===== config.mk =====
export PLATFORM = sky130hd
export DESIGN_NAME = oh_fifo_sync_ctrl
export DESIGN_NICKNAME = d
export VERILOG_FILES = /design/src/rtl/oh_memory_dp.sv /design/src/rtl/oh_fifo_sync_ctrl.sv
export SDC_FILE = /design/constraint.sdc
export NUM_CORES = 2
export LEC_CHECK = 0
export BUFFER_PORTS_ARGS = -buffer_cell sky130_fd_sc_hd__buf_2
export CAP_MARGIN = 20
export CORE_MARGIN = 2
export CORE_UTILIZATION = 55
export DETAILED_ROUTE_END_ITERATION = 8
export PLACE_DENSITY = 0.71
export SYNTH_ARGS = -nofsm -noshare
export SYNTH_HDL_FRONTEND = slang
export SYNTH_SLANG_ARGS = --single-unit

===== constraint.sdc =====
create_clock -name clk -period 13.4 [get_ports clk]
set_input_delay 2.01 -clock clk [delete_from_list [all_inputs] [get_ports clk]]
set_output_delay 2.01 -clock clk [all_outputs]
set_load 0.02 [all_outputs]

===== src/rtl/oh_memory_dp.sv =====
// Behavioural dual-port RAM: bit-masked synchronous write port, registered read port.
// BIST inputs take over the write port; shutdown blocks both ports.
module oh_memory_dp #(
  parameter int DW    = 104,
  parameter int DEPTH = 32,
  localparam int AW   = $clog2(DEPTH)
) (
  input  logic          wr_clk,
  input  logic          wr_en,
  input  logic [DW-1:0] wr_wem,
  input  logic [AW-1:0] wr_addr,
  input  logic [DW-1:0] wr_din,
  input  logic          rd_clk,
  input  logic          rd_en,
  input  logic [AW-1:0] rd_addr,
  output logic [DW-1:0] rd_dout,
  input  logic          shutdown,
  input  logic          memconfig,
  input  logic          bist_en,
  input  logic          bist_we,
  input  logic [DW-1:0] bist_wem,
  input  logic [AW-1:0] bist_addr,
  input  logic [DW-1:0] bist_din
);

  logic [DW-1:0] mem [DEPTH];

  logic          w_en;
  logic [DW-1:0] w_wem;
  logic [AW-1:0] w_addr;
  logic [DW-1:0] w_din;

  always_comb begin
    w_en   = wr_en;
    w_wem  = wr_wem;
    w_addr = wr_addr;
    w_din  = wr_din;
    if (bist_en) begin
      w_en   = bist_we;
      w_wem  = bist_wem;
      w_addr = bist_addr;
      w_din  = bist_din;
    end
  end

  always_ff @(posedge wr_clk) begin
    if (w_en && !shutdown)
      mem[w_addr] <= (mem[w_addr] & ~w_wem) | (w_din & w_wem);
  end

  // memconfig=1 freezes the output register (hold mode)
  always_ff @(posedge rd_clk) begin
    if (rd_en && !shutdown && !memconfig)
      rd_dout <= mem[rd_addr];
  end

endmodule


===== src/rtl/oh_fifo_sync_ctrl.sv =====
// Single-clock FIFO controller: pointers, occupancy, registered flags and error pulses
// around one oh_memory_dp instance. Read data is valid one cycle after an accepted read.
module oh_fifo_sync_ctrl #(
  parameter int DW        = 104,
  parameter int DEPTH     = 32,
  parameter int PROG_FULL = DEPTH - 4,
  localparam int AW       = $clog2(DEPTH)
) (
  input  logic          clk,
  input  logic          reset,
  input  logic          wr_en,
  input  logic [DW-1:0] din,
  output logic          full,
  output logic          prog_full,
  input  logic          rd_en,
  output logic [DW-1:0] dout,
  output logic          valid,
  output logic          empty,
  output logic [AW:0]   count,
  output logic          wr_overflow,
  output logic          rd_underflow
);

  localparam logic [AW:0] FULL_LVL = (AW+1)'(DEPTH);
  localparam logic [AW:0] PF_LVL   = (AW+1)'(PROG_FULL);

  logic          wr_acc;
  logic          rd_acc;
  logic [AW:0]   wr_ptr;
  logic [AW:0]   rd_ptr;
  logic [AW:0]   wr_ptr_nxt;
  logic [AW:0]   rd_ptr_nxt;
  logic [AW:0]   count_nxt;

  // Occupancy is the modulo-2*DEPTH pointer distance; it equals the +1/-1/hold
  // count rule because pointers only move on accepted operations.
  always_comb begin
    wr_acc     = wr_en & ~full;
    rd_acc     = rd_en & ~empty;
    wr_ptr_nxt = wr_ptr + (AW+1)'(wr_acc);
    rd_ptr_nxt = rd_ptr + (AW+1)'(rd_acc);
    count_nxt  = wr_ptr_nxt - rd_ptr_nxt;
  end

  always_ff @(posedge clk or posedge reset) begin
    if (reset) begin
      wr_ptr       <= '0;
      rd_ptr       <= '0;
      count        <= '0;
      empty        <= 1'b1;
      full         <= 1'b0;
      prog_full    <= 1'b0;
      valid        <= 1'b0;
      wr_overflow  <= 1'b0;
      rd_underflow <= 1'b0;
    end else begin
      wr_ptr       <= wr_ptr_nxt;
      rd_ptr       <= rd_ptr_nxt;
      count        <= count_nxt;
      empty        <= (count_nxt == '0);
      full         <= (count_nxt == FULL_LVL);
      prog_full    <= (count_nxt >= PF_LVL);
      valid        <= rd_acc;
      wr_overflow  <= wr_en & full;
      rd_underflow <= rd_en & empty;
    end
  end

  oh_memory_dp #(
    .DW    (DW),
    .DEPTH (DEPTH)
  ) u_mem (
    .wr_clk    (clk),
    .wr_en     (wr_acc),
    .wr_wem    ('1),
    .wr_addr   (wr_ptr[AW-1:0]),
    .wr_din    (din),
    .rd_clk    (clk),
    .rd_en     (rd_acc),
    .rd_addr   (rd_ptr[AW-1:0]),
    .rd_dout   (dout),
    .shutdown  (1'b0),
    .memconfig (1'b0),
    .bist_en   (1'b0),
    .bist_we   (1'b0),
    .bist_wem  ('0),
    .bist_addr ('0),
    .bist_din  ('0)
  );

endmodule


==> qor.txt <==
register area share after synthesis: 79.5%
clk_lat worst skew: 950 ps
Max Freq: 189 MHz
clock sink count: 3456
post-layout utilization of the core: 62.4%
fraction of layout cells with a size suffix above 1: 33.0%
post-synthesis simple-gate area fraction: 0.283%
Post-CTS Resized: 0
Tot GR Track Use: 26.0%
die height: 491 um
Slew @ Worst Pin: 1180 ps
I/O Buffers: 223
Cell Area, Synth: 130000 sq um
drt total wl: 312000 um
Clock power frac: 30.9%
pre-CTS WS: 7480 ps
clock period minus worst slack: 5280 ps
worst-case clock skew: 42.8 ps
wire length per cell: 34.6 um
worst setup path end: u_mem.rd_dout[81]$_DFFE_PN_
First-pass DRT Iterations: 5
DRC marker count from the first detailed-route iteration: 8083
die width: 491 um
Seq cells post-synth: 3456
outcome: finished, final reports clean
commonest non-fill, non-tap cell in the layout: edfxtp_1
Final Cycle Share: 39.4%
VDD IR max: 0.183 mV
nets: 5708
flop-to-flop setup slack: 8120 ps
PD cells: 215 nW/um^2
vias in the first global route: 60500
Post-Synthesis Cells: 5162
post-CTS setup buffers: 0
Initial Utilization: 55.4%
vias: 59400
area of the multi-input gates: 25600 sq um
EDFF count, synth: 3432
Sw Ratio: 28.4%
CP startpoint: rd_ptr[0]$_DFF_PP0_
adder-cell share of the synthesized area: 0.111%
Core Footprint: 235000 sq um
Final setup viols: 0
Combinational Power Share: 26.5%
hold_buf cts: 0
Flop pwr share: 42.6%
Hold WC Path Type: reg -> reg
startpoint types: register
synth warn: 0
critical path fanouts, max: 96
clock buffer depth: 4
Final Worst Setup Slack: 8120 ps
Fillers: 15300
clock slew at reported path FFs: 60 ps
first-pass GRT wire length: 446000 um
Sw Pwr: 8.96 mW
Synth Area per Inst: 25.3 sq um
CTS buffer count: 356
largest family of logic cells by synthesized area: multiplexers
Storage cell area: 104000 sq um
final hold vios: 0
Worst slew margin: 21.6%
Crit Path Class: reg -> reg
HPWL Detailed: 149000 um
crit path DAT: 5970 ps
GPL Wtd Cong: 0.746
Final ANT Viol Nets: 0
Final Slew Violations: 0
largest net degree at the start of global routing: 130
initial antenna violation count: 42
Area Growth Syn to Fin: 12.8%
DRC Markers: 0
post-synthesis mux area share: 18.2%
Post-synth top flop: edfxtp_1
row cnt: 178
Req. time, crit path: 14090 ps
Die ar.: 241000 sq um
non-filler instance count after layout: 9019
xor and xnor area share after synthesis: 0.0979%
Max Cap Viol: 0
Register-to-Register Path Depth: 6
Netlist cell types: 40
Pleak: 46.2 nW
total congestion overflow: 0
Root Buffer: clkbuf_16
htree depth: 5
DR vias/cell: 6.59
Reg-to-Reg End: u_mem.rd_dout[81]$_DFFE_PN_
crit end category: register
post-synth net total: 5281
dpl cells: 8380
most frequent cells in the layout: edfxtp_1, mux4_2, clkbuf_16
Int Pwr: 22.6 mW
RR Startpoint: rd_ptr[0]$_DFF_PP0_
unrepaired setup endpoints after global routing: false
Synth Area in Compound Gates: 0.741%
io pins: 224
TNS Setup: 0 ps
total power: 31.6 mW
ys async rst share: 0.694%
CTS tree: done
## power by group through the flow
stage,clock network [mW],registers [mW],logic [mW]
2_1_floorplan,0,13.7,5.86
3_5_place_dp,0,13.7,8.43
5_1_grt,10.3,13.5,8.83
3_3_place_gp,0,13.6,8.37
6_report,9.76,13.4,8.36
4_1_cts,9.88,13.5,8.47
## flip-flops by register name, summed over array words and instances, names as in the netlist
name and count:
count 6, u_mem.mem 3328, full 1, prog_full 1, u_mem.rd_dout 104, wr_ptr 6
wr_overflow 1, rd_ptr 6, rd_underflow 1, valid 1, empty 1
## cell usage after synthesis (23+ instances only)
master / instances / area share, %
edfxtp_1: 3432 / 79
buf_1: 27 / 0.078
o22ai_1: 48 / 0.23
a221oi_1: 42 / 0.28
mux2_2: 141 / 1.2
dfrtp_1: 23 / 0.44
buf_2: 89 / 0.34
mux2i_1: 140 / 1.1
mux4_2: 922 / 16
buf_4: 39 / 0.22
clkbuf_1: 107 / 0.31
nor2_1: 40 / 0.12
## cells by family after synthesis
| logic type | after synthesis |
|---|---|
| flops | 3456 |
| xor+xnor | 13 |
| mux | 1203 |
| compound gates | 124 |
| fa+ha+maj | 11 |
| buf+inv | 277 |
| simple gates | 78 |
## area by class of cell
class | instances | area share (%)
multi-input cells | 1429 | 17.4
flip-flops and latches | 3456 | 70.5
repair buffers | 336 | 1.53
clock buffers | 430 | 6.37
well taps | 3150 | 2.68
inverters | 10 | 0.0255
clock inverters | 194 | 1.39
diodes | 14 | 0.0238
## how the worst min path moves through the flow
stage / startpoint / endpoint / slack [ps] / cells after the start
5_1_grt: wr_ptr[5]$_DFF_PP0_ / wr_ptr[5]$_DFF_PP0_ / 490 / 1
6_report: wr_ptr[5]$_DFF_PP0_ / wr_ptr[5]$_DFF_PP0_ / 470 / 1
4_1_cts: wr_ptr[5]$_DFF_PP0_ / wr_ptr[5]$_DFF_PP0_ / 470 / 1
3_5_place_dp: wr_ptr[5]$_DFF_PP0_ / wr_ptr[5]$_DFF_PP0_ / 460 / 1
2_1_floorplan: wr_ptr[5]$_DFF_PP0_ / wr_ptr[5]$_DFF_PP0_ / 440 / 1
3_3_place_gp: wr_ptr[5]$_DFF_PP0_ / wr_ptr[5]$_DFF_PP0_ / 460 / 1
## metrics by stage
| step | hold slack (ps) | instance area [sq um] |
|---|---|---|
| floorplan | 437 | 130000 |
| global placement | 461 | 136000 |
| detailed placement | 461 | 136000 |
| CTS | 474 | 147000 |
| global route | 492 | 147000 |
| finish | 470 | 147000 |
## critical path, cell delays in order (launching register included)
cell	delay, ps
dfrtp_4	1010
buf_12	610
buf_4	820
buf_4	830
mux4_2	630
mux4_2	510
mux2_2	280
## routing by layer
metal | wire length, um | part of all wire [%] | global-route usage, % | vias up
met5 | 79 | 0.025 | 0 | -
met4 | 8340 | 2.7 | 7.77 | 14
met3 | 24200 | 7.7 | 3.68 | 578
met2 | 160000 | 51 | 43.3 | 3116
met1 | 120000 | 39 | 36.3 | 32400
li1 | - | - | - | 23300
Note: power is estimated with default switching activity, not from simulation.
